File: config.mk
export PLATFORM = sky130hd
export DESIGN_NAME = biu_rr_arbiter
export DESIGN_NICKNAME = d
export VERILOG_FILES = /design/src/rtl/biu_pkg.sv /design/src/rtl/biu_rr_pick.sv /design/src/rtl/biu_rr_arbiter.sv
export SDC_FILE = /design/constraint.sdc
export NUM_CORES = 1
export LEC_CHECK = 0
export ABC_CLOCK_PERIOD_IN_PS = 7500
export BUFFER_PORTS_ARGS = -buffer_cell sky130_fd_sc_hd__buf_4
export CORE_MARGIN = 8
export CORE_UTILIZATION = 45
export DETAILED_ROUTE_END_ITERATION = 10
export PLACE_DENSITY = 0.77
export SYNTH_ARGS = -nofsm -noshare
export SYNTH_HDL_FRONTEND = slang
export SYNTH_SLANG_ARGS = --single-unit
File: constraint.sdc
create_clock -name clk -period 7.5 [get_ports clk]
set_clock_uncertainty 0.15 [all_clocks]
set_input_delay 1.5 -clock clk [delete_from_list [all_inputs] [get_ports clk]]
set_output_delay 1.5 -clock clk [all_outputs]
set_load 0.05 [all_outputs]
File: src/rtl/biu_pkg.sv
// Shared types and constants for the BIU round-robin arbiter.
package biu_pkg;

  typedef enum logic [1:0] {
    BIU_IDLE    = 2'd0,
    BIU_ISSUE   = 2'd1,
    BIU_WAIT_RD = 2'd2
  } biu_state_e;

  // A timed-out read returns a word of all ones: replicate this bit across the data width.
  localparam logic BIU_TIMEOUT_FILL = 1'b1;

endpackage

File: src/rtl/biu_rr_pick.sv
// Combinational round-robin picker: first requester found searching upward from last+1.
module biu_rr_pick #(
  parameter int NUM_MASTERS = 4
) (
  input  logic [NUM_MASTERS-1:0]         req,
  input  logic [$clog2(NUM_MASTERS)-1:0] last,
  output logic [$clog2(NUM_MASTERS)-1:0] grant,
  output logic                           any
);

  localparam int IW = $clog2(NUM_MASTERS);

  // NOTE: every output of a combinational block gets a default before any branch,
  // otherwise paths that skip an assignment infer a latch.
  always_comb begin
    grant = '0;
    any   = 1'b0;
    for (int k = 1; k <= NUM_MASTERS; k++) begin
      if (!any && req[(int'(last) + k) % NUM_MASTERS]) begin
        grant = IW'((int'(last) + k) % NUM_MASTERS);
        any   = 1'b1;
      end
    end
  end

endmodule

File: src/rtl/biu_rr_arbiter.sv
// N-to-1 BIU arbiter: latches one request per master, serialises them round-robin
// onto the slave port and routes read data (or a timeout error) back to the requester.
module biu_rr_arbiter
  import biu_pkg::*;
#(
  parameter int NUM_MASTERS = 4,
  parameter int ADDR_WIDTH  = 32,
  parameter int DATA_WIDTH  = 32,
  parameter int TIMEOUT     = 16
) (
  input  logic                              clk,
  input  logic                              rst,
  input  logic [NUM_MASTERS*ADDR_WIDTH-1:0] m_address,
  input  logic [NUM_MASTERS*DATA_WIDTH-1:0] m_data_out,
  input  logic [NUM_MASTERS-1:0]            m_rnw,
  input  logic [NUM_MASTERS-1:0]            m_en,
  output logic [NUM_MASTERS*DATA_WIDTH-1:0] m_data_in,
  output logic [NUM_MASTERS-1:0]            m_data_valid,
  output logic [NUM_MASTERS-1:0]            m_busy,
  output logic [NUM_MASTERS-1:0]            m_error,
  output logic [ADDR_WIDTH-1:0]             s_address,
  output logic [DATA_WIDTH-1:0]             s_data_out,
  output logic                              s_rnw,
  output logic                              s_en,
  input  logic [DATA_WIDTH-1:0]             s_data_in,
  input  logic                              s_data_valid
);

  localparam int IW = $clog2(NUM_MASTERS);
  localparam int CW = (TIMEOUT > 0) ? $clog2(TIMEOUT + 1) : 1;
  // Completion fires on the edge after the counter's last value, i.e. TIMEOUT cycles in WAIT_RD.
  localparam logic [CW-1:0] CNT_LAST = CW'((TIMEOUT > 0) ? TIMEOUT - 1 : 0);

  logic [NUM_MASTERS-1:0] pending;
  logic [ADDR_WIDTH-1:0]  slot_addr [NUM_MASTERS];
  logic [DATA_WIDTH-1:0]  slot_data [NUM_MASTERS];
  logic [NUM_MASTERS-1:0] slot_rnw;

  biu_state_e    state, state_next;
  logic [IW-1:0] grant, last, pick_grant;
  logic          pick_any;
  logic [CW-1:0] cnt;
  logic          rd_done, rd_timeout;

  assign m_busy = pending;

  biu_rr_pick #(.NUM_MASTERS(NUM_MASTERS)) u_pick (
    .req   (pending),
    .last  (last),
    .grant (pick_grant),
    .any   (pick_any)
  );

  // NOTE: slot storage is plain data qualified by pending, so it carries no reset.
  always_ff @(posedge clk) begin
    for (int i = 0; i < NUM_MASTERS; i++) begin
      if (m_en[i] && !pending[i]) begin
        slot_addr[i] <= m_address[i*ADDR_WIDTH +: ADDR_WIDTH];
        slot_data[i] <= m_data_out[i*DATA_WIDTH +: DATA_WIDTH];
        slot_rnw[i]  <= m_rnw[i];
      end
    end
  end

  // NOTE: sequential state uses non-blocking assignments so every register
  // samples pre-edge values regardless of statement order.
  always_ff @(posedge clk or posedge rst) begin
    if (rst) state <= BIU_IDLE;
    else     state <= state_next;
  end

  always_comb begin
    state_next = state;
    rd_done    = 1'b0;
    rd_timeout = 1'b0;
    unique case (state)
      BIU_IDLE:  if (pick_any) state_next = BIU_ISSUE;
      BIU_ISSUE: state_next = slot_rnw[grant] ? BIU_WAIT_RD : BIU_IDLE;
      BIU_WAIT_RD: begin
        // Data arriving on the timeout cycle wins, so no error is raised.
        if (s_data_valid)                            rd_done    = 1'b1;
        else if ((TIMEOUT != 0) && (cnt == CNT_LAST)) rd_timeout = 1'b1;
        if (rd_done || rd_timeout) state_next = BIU_IDLE;
      end
      default: state_next = BIU_IDLE;
    endcase
  end

  always_ff @(posedge clk or posedge rst) begin
    if (rst) begin
      pending      <= '0;
      grant        <= '0;
      last         <= IW'(NUM_MASTERS - 1);
      cnt          <= '0;
      s_en         <= 1'b0;
      s_address    <= '0;
      s_data_out   <= '0;
      s_rnw        <= 1'b0;
      m_data_in    <= '0;
      m_data_valid <= '0;
      m_error      <= '0;
    end else begin
      s_en         <= 1'b0;
      m_data_valid <= '0;
      m_error      <= '0;
      for (int i = 0; i < NUM_MASTERS; i++) begin
        if (m_en[i] && !pending[i]) pending[i] <= 1'b1;
      end
      unique case (state)
        BIU_IDLE: begin
          if (pick_any) begin
            grant      <= pick_grant;
            s_en       <= 1'b1;
            s_address  <= slot_addr[pick_grant];
            s_data_out <= slot_data[pick_grant];
            s_rnw      <= slot_rnw[pick_grant];
          end
        end
        BIU_ISSUE: begin
          last <= grant;
          cnt  <= '0;
          if (!slot_rnw[grant]) pending[grant] <= 1'b0;
        end
        BIU_WAIT_RD: begin
          cnt <= cnt + CW'(1);
          if (rd_done || rd_timeout) begin
            m_data_in[grant*DATA_WIDTH +: DATA_WIDTH] <=
              rd_done ? s_data_in : {DATA_WIDTH{BIU_TIMEOUT_FILL}};
            m_data_valid[grant] <= 1'b1;
            m_error[grant]      <= rd_timeout;
            pending[grant]      <= 1'b0;
          end
        end
        default: ;
      endcase
    end
  end

endmodule
# [After elaboration in Yosys (flattened, before gate mapping)]
# Memory sizes are Yosys's and may differ from the RTL's. A register that Yosys moved wholly into a read port is not among the register bits.
# Cells that the tools add are included.
[op_classes] add_sub_neg=6 magnitude_cmp=7 n_eq_ne=5 n_shift=2 n_mux=61 bitwise_logic=7 reduce_logical=26
[op_table] operator="128-bit bitwise mux" count=1
[op_table] operator="32-bit by 34-bit variable shift with 128-bit output, first input constant" count=1
[op_table] operator="32-bit by 34-bit indexed part select with 128-bit output" count=1
[op_table] operator="1-bit two-way mux" count=36
[op_table] operator="7-bit negation with 34-bit output" count=1
[op_table] operator="32-bit two-way mux" count=1
[op_table] operator="4-bit two-way mux" count=6
[op_table] operator="3-bit by 4-bit < comparator with 1-bit output, second input constant" count=4
[op_table] operator="2-bit two-way mux" count=7
[op_table] operator="1-bit binary-select mux with 2-bit select" count=6
[op_table] operator="5-bit one-hot mux with 2 select lines" count=1
[op_table] operator="4-bit bitwise AND" count=2
[op_table] operator="1-bit logical AND" count=8
[op_table] operator="4-bit one-hot mux with 2 select lines" count=1
[op_table] operator="2-bit OR reduction" count=4
[op_table] operator="1-bit zero test" count=7
[op_table] operator="2-bit by 3-bit < comparator with 1-bit output, second input constant" count=2
[op_table] operator="2-bit one-hot mux with 3 select lines" count=1
[op_table] operator="2-bit AND reduction" count=3
[op_table] operator="5-bit by 1-bit adder with 5-bit output, second input constant" count=1
[op_table] operator="5-bit by 4-bit == test with 1-bit output, second input constant" count=1
[op_table] operator="2-bit by 1-bit adder with 2-bit output, second input constant" count=2
[op_table] operator="2-bit adder, second input constant" count=2
[op_table] operator="1-bit bitwise AND, first input constant" count=4
[op_table] operator="9 further kinds" count=11
[word_totals] reg_bits=157 ramBits=256 inputBits=299 output_inout_bits=206 elab_cells=130 n_memories=2
[memory_table] name="slot_addr" words=4 word_bits=32 rd=1 rd_ports_with_merged_regs=1 wr=4 line="biu_rr_arbiter.sv:35" text="logic [ADDR_WIDTH-1:0] slot_addr [NUM_MASTERS];"
[memory_table] name="slot_data" words=4 word_bits=32 rd=1 rd_ports_with_merged_regs=1 wr=4 line="biu_rr_arbiter.sv:36" text="logic [DATA_WIDTH-1:0] slot_data [NUM_MASTERS];"

# [Longest topological paths before layout]
[depth] ltp_word=18 ltp_mapped=9 depth_no_buf=8

# [By module]
# From an unflattened synthesis, not the netlist that was laid out.
[unflattened] cells_unflattened=1072 area_unflattened_um2=18074.8
[modules_own_cells] mod="biu_rr_arbiter" n_inst=1 cells_each=1058 area_each_um2=17983.5 seq_area_each_um2=13240.2
[modules_own_cells] mod="biu_rr_pick" n_inst=1 cells_each=14 area_each_um2=91.3 seq_area_each_um2=0.0

# [Least setup slack after synthesis]
# Ideal clock, no wire load.
[synth_path] path_type="input-to-reg" start="input m_en[2]" end="memory slot_addr[2][0] (enable)" setup_time_ns=0.496 arrival_ns=4.357 t_required_ns=6.854 setup_slack_ns=2.497 cell_stages=1 n_path_buf=0 path_cell_list="nor2b_1"
[synth_lines] element="start: declaration" line="biu_rr_arbiter.sv:16" text="input logic [NUM_MASTERS-1:0] m_en,"
[synth_lines] element="end: declaration" line="biu_rr_arbiter.sv:35"

# [Final worst setup path]
[layout_path] start="register pending[2] (netlist: m_busy[2])" end="register s_address[19] (read register of slot_addr)"
[layout_via] elab_chain_cells=14 elab_cells_between_ends=27 cone_classes="20 x mux; 7 x reduce/logical"
[layout_rtl] element="start: declaration" line="biu_rr_arbiter.sv:34" text="logic [NUM_MASTERS-1:0] pending;"
[layout_rtl] element="start signal: assignment" line="biu_rr_arbiter.sv:91" text="pending <= '0;"
[layout_rtl] element="start signal: indexed assignment" line="biu_rr_arbiter.sv:122" text="if (!slot_rnw[grant]) pending[grant] <= 1'b0;"
[layout_rtl] element="start signal: indexed assignment" line="biu_rr_arbiter.sv:131" text="pending[grant] <= 1'b0;"
[layout_rtl] element="1-bit binary-select mux with 2-bit select" line="biu_rr_pick.sv:19" text="if (!any && req[(int'(last) + k) % NUM_MASTERS]) begin"
[layout_rtl] element="1-bit two-way mux (implied by the code) (2 in a row)" line="biu_rr_pick.sv:19"
[layout_rtl] element="1-bit two-way mux" line="biu_rr_pick.sv:19"
[layout_rtl] element="1-bit zero test" line="biu_rr_pick.sv:19"
[layout_rtl] element="1-bit logical AND" line="biu_rr_pick.sv:19"
[layout_rtl] element="1-bit two-way mux" line="biu_rr_pick.sv:19"
[layout_rtl] element="1-bit zero test" line="biu_rr_pick.sv:19"
[layout_rtl] element="1-bit logical AND" line="biu_rr_pick.sv:19"
[layout_rtl] element="1-bit two-way mux" line="biu_rr_pick.sv:19"
[layout_rtl] element="1-bit zero test" line="biu_rr_pick.sv:19"
[layout_rtl] element="1-bit logical AND" line="biu_rr_pick.sv:19"
[layout_rtl] element="1-bit two-way mux" line="biu_rr_pick.sv:19"
[layout_rtl] element="2-bit AND reduction (no source line)"
[layout_rtl] element="end: declaration" line="biu_rr_arbiter.sv:21" text="output logic [ADDR_WIDTH-1:0] s_address,"
# Parallel ways exist; a longest one is shown, timed or not. The select of a mux whose other input is x is not followed.
# A chain may end at the register's enable or synchronous reset.

==> run metrics <==
RSZ-0062 raised after global routing no; main combinational cell family by area after synthesis compound AO/OA/AOI/OAI gates; Net Switching 0.00522 W; Setup TNS 0 ns; Slew HR 14.6%; Leak about 10 nW; max-cap violations 0; first-pass GRT wire length 79.4 mm; Syn. warnings 0; Routability Congestion ~0.83; root buf cell clkbuf_16; number of global-route vias before repair 12,900; mapped cell area 18,400 um^2; Final Power 0.0120 W; worst setup path category flip-flop to flip-flop; highest clock rate between 200 and 300 MHz; sequential area share after synthesis between 70% and 80%; hold_ws approximately 0.33 ns; worst-path fanout max 69; DR vias/cell roughly 5.4; setup violators final 0; Pwr Density around 500 nW/um^2; die width roughly 220 um; I/O pins 505; Final Max Slew Viols 0; dpl hpwl roughly 38 mm; CTS tree yes; Area Overhead vs Synth 30.5%; Hold Buf Count CTS 0; final hold violation count 0; Post-Synth Simple-Gate Area 6.27%; status finished, final reports clean; CP startpoint kind flip-flop; power share of the clock group between 15 and 20%; cells on worst reg2reg path 6; Internal Pwr Total ~0.0068 W; worst vdd ir between 400 and 500 uV; FILL cells 3,059; WL final 54.1 mm; Synth Area in XOR/XNOR 0%; antenna violations before repair 5; hold crit path type flip-flop to flip-flop; Iter 0 DRT Violations about 1,200; clock latency at the later pin of the worst-skew pair 0.58 ns; syn nets between 1,500 and 2,000; Yosys reg bits between 400 and 500; share of cells above drive strength 1 37.7%; EDFF count, synth 260; drt pass-1 iters 5; Flop pwr share 34.0%; Mapped Cells 1,208; Tmin final about 3.8 ns; worst endpoint required time about 7.8 ns; Setup Fix Bufs, Post-CTS 0; most frequent cells in the layout buf_4, edfxtp_1, dfrtp_1; Sw Share about 44%; clk buf depth 3; PortBufs roughly 500; commonest non-fill, non-tap cell in the layout buf_4; DRC 0; CTS Buf Count between 40 and 50; overflow left after global routing 0; initial cell density of the core 45.3%; CP Capture Type flip-flop; Worst-path clk slew 0.06 ns; synth unique cells 45; worst slew pin tran 1.28 ns; largest net degree at the start of global routing 127; area share of fa/ha/maj cells after synthesis 0.885%; Synth top area share between 40% and 50%; nets roughly 2,000; core footprint ~41,000 um^2; Final ANT Viol Nets 0; Main synth FF type edfxtp_1; GRT Util Overall between 20% and 30%; vias post-DR about 12,000; Compound-Gate Fraction of Synth Area between 10 and 15%; share of flip-flops with an asynchronous set or reset approximately 45%; post-DR wirelength/cell between 20 and 25 um; CTS Sinks 477; Rows between 70 and 80; crit share post-route 50.3%; Synth area leader edfxtp_1; die footprint approximately 48,000 um^2; Critical Path AT 4.04 ns; die height 218 um; worst hold stages 2; mux cell area share after synthesis 7.36%; Mean Syn Cell Area ~15 um^2; CTS resizes 0; CTS H-tree lvls 2; Synth area leaders edfxtp_1, dfrtp_1, mux2i_1; Logic pwr share 46.4%
## state kept, by name, indices dropped and copies added (netlist names), 4 cells and up
register      count
m_data_in       128
cnt               5
m_busy            4
m_data_valid      4
slot_data       128
slot_rnw          4
m_error           4
s_data_out       32
slot_addr       128
s_address        32
## cell usage after synthesis (all sizes together), types with 7 or more instances
| cell | number |
|---|---|
| edfxtp | 260 |
| dfrtp | 215 |
| nand2 | 209 |
| mux2i | 133 |
| o21ai | 71 |
| o221ai | 65 |
| o31ai | 65 |
| clkbuf | 39 |
| nor2 | 39 |
| buf | 31 |
| ha | 13 |
| inv | 12 |
| a21oi | 9 |
| and2 | 7 |
| nand2b | 7 |
## power by group through the flow
stage               Combinational [W]  Clock [W]  Sequential [W]
detailed placement            0.00560          0         0.00410
floorplan                     0.00254          0         0.00570
finish                        0.00555    0.00235         0.00407
global route                  0.00588    0.00250         0.00413
CTS                           0.00561    0.00240         0.00406
global placement              0.00548          0         0.00408
## final timing paths
kind	start	to	slack, ns
min in group asynchronous	rst	m_data_in[36]	0.91
max	m_busy[2]	s_address[19]	3.73
max in group asynchronous	rst	s_data_out[19]	4.94
min reg2reg	m_data_in[27]	m_data_in[27]	0.33
max reg2reg	m_busy[2]	s_address[19]	3.73
min	m_data_in[27]	m_data_in[27]	0.33
## per-layer routing
metal	up-vias	track usage [%]	wire, um
met5	-	0	55
met1	6040	26.6	20700
li1	5465	-	-
met3	93	6.94	5210
met2	599	36.8	26500
met4	8	7.86	1600
## cell families after synthesis
kind of cell             count (synthesis)
AND/OR/NAND/NOR                        280
adder cells (fa/ha/maj)                 13
buffers and inverters                   85
flip-flops                             477
multiplexers                           134
AO/OA/AOI/OAI                          219
## cell type report
type | instances | area [um^2] | area share [%]
Tap cell | 532 | 666 | 2.77
Antenna cell | 1 | 2.50 | 0.0104
Clock buffer | 78 | 1460 | 6.10
Clock inverter | 11 | 100 | 0.417
Sequential cell | 477 | 13200 | 55.2
Multi-Input combinational cell | 646 | 4580 | 19.1
Timing Repair Buffer | 517 | 3890 | 16.2
Inverter | 12 | 48.8 | 0.203
## worst max-delay path, cell delays in order, from the launching register on
cell	delay, ns
dfrtp_1	0.50
nor4_2	0.40
nand2b_4	0.81
inv_1	0.23
nand2_4	0.52
buf_4	0.64
o221ai_1	0.25
## per-stage QoR
stage / instances / worst slack [ns] / area [um^2] / util, %
6_report: 2274 / 3.73 / 24000 / 59.2
5_1_grt: 2274 / 3.45 / 24000 / 59.2
4_1_cts: 2273 / 3.70 / 24000 / 59.2
3_5_place_dp: 2184 / 3.60 / 22400 / 55.3
3_3_place_gp: 2184 / 3.64 / 22400 / 55.3
2_1_floorplan: 1208 / 2.50 / 18400 / -
Note: power is estimated with default switching activity, not from simulation.
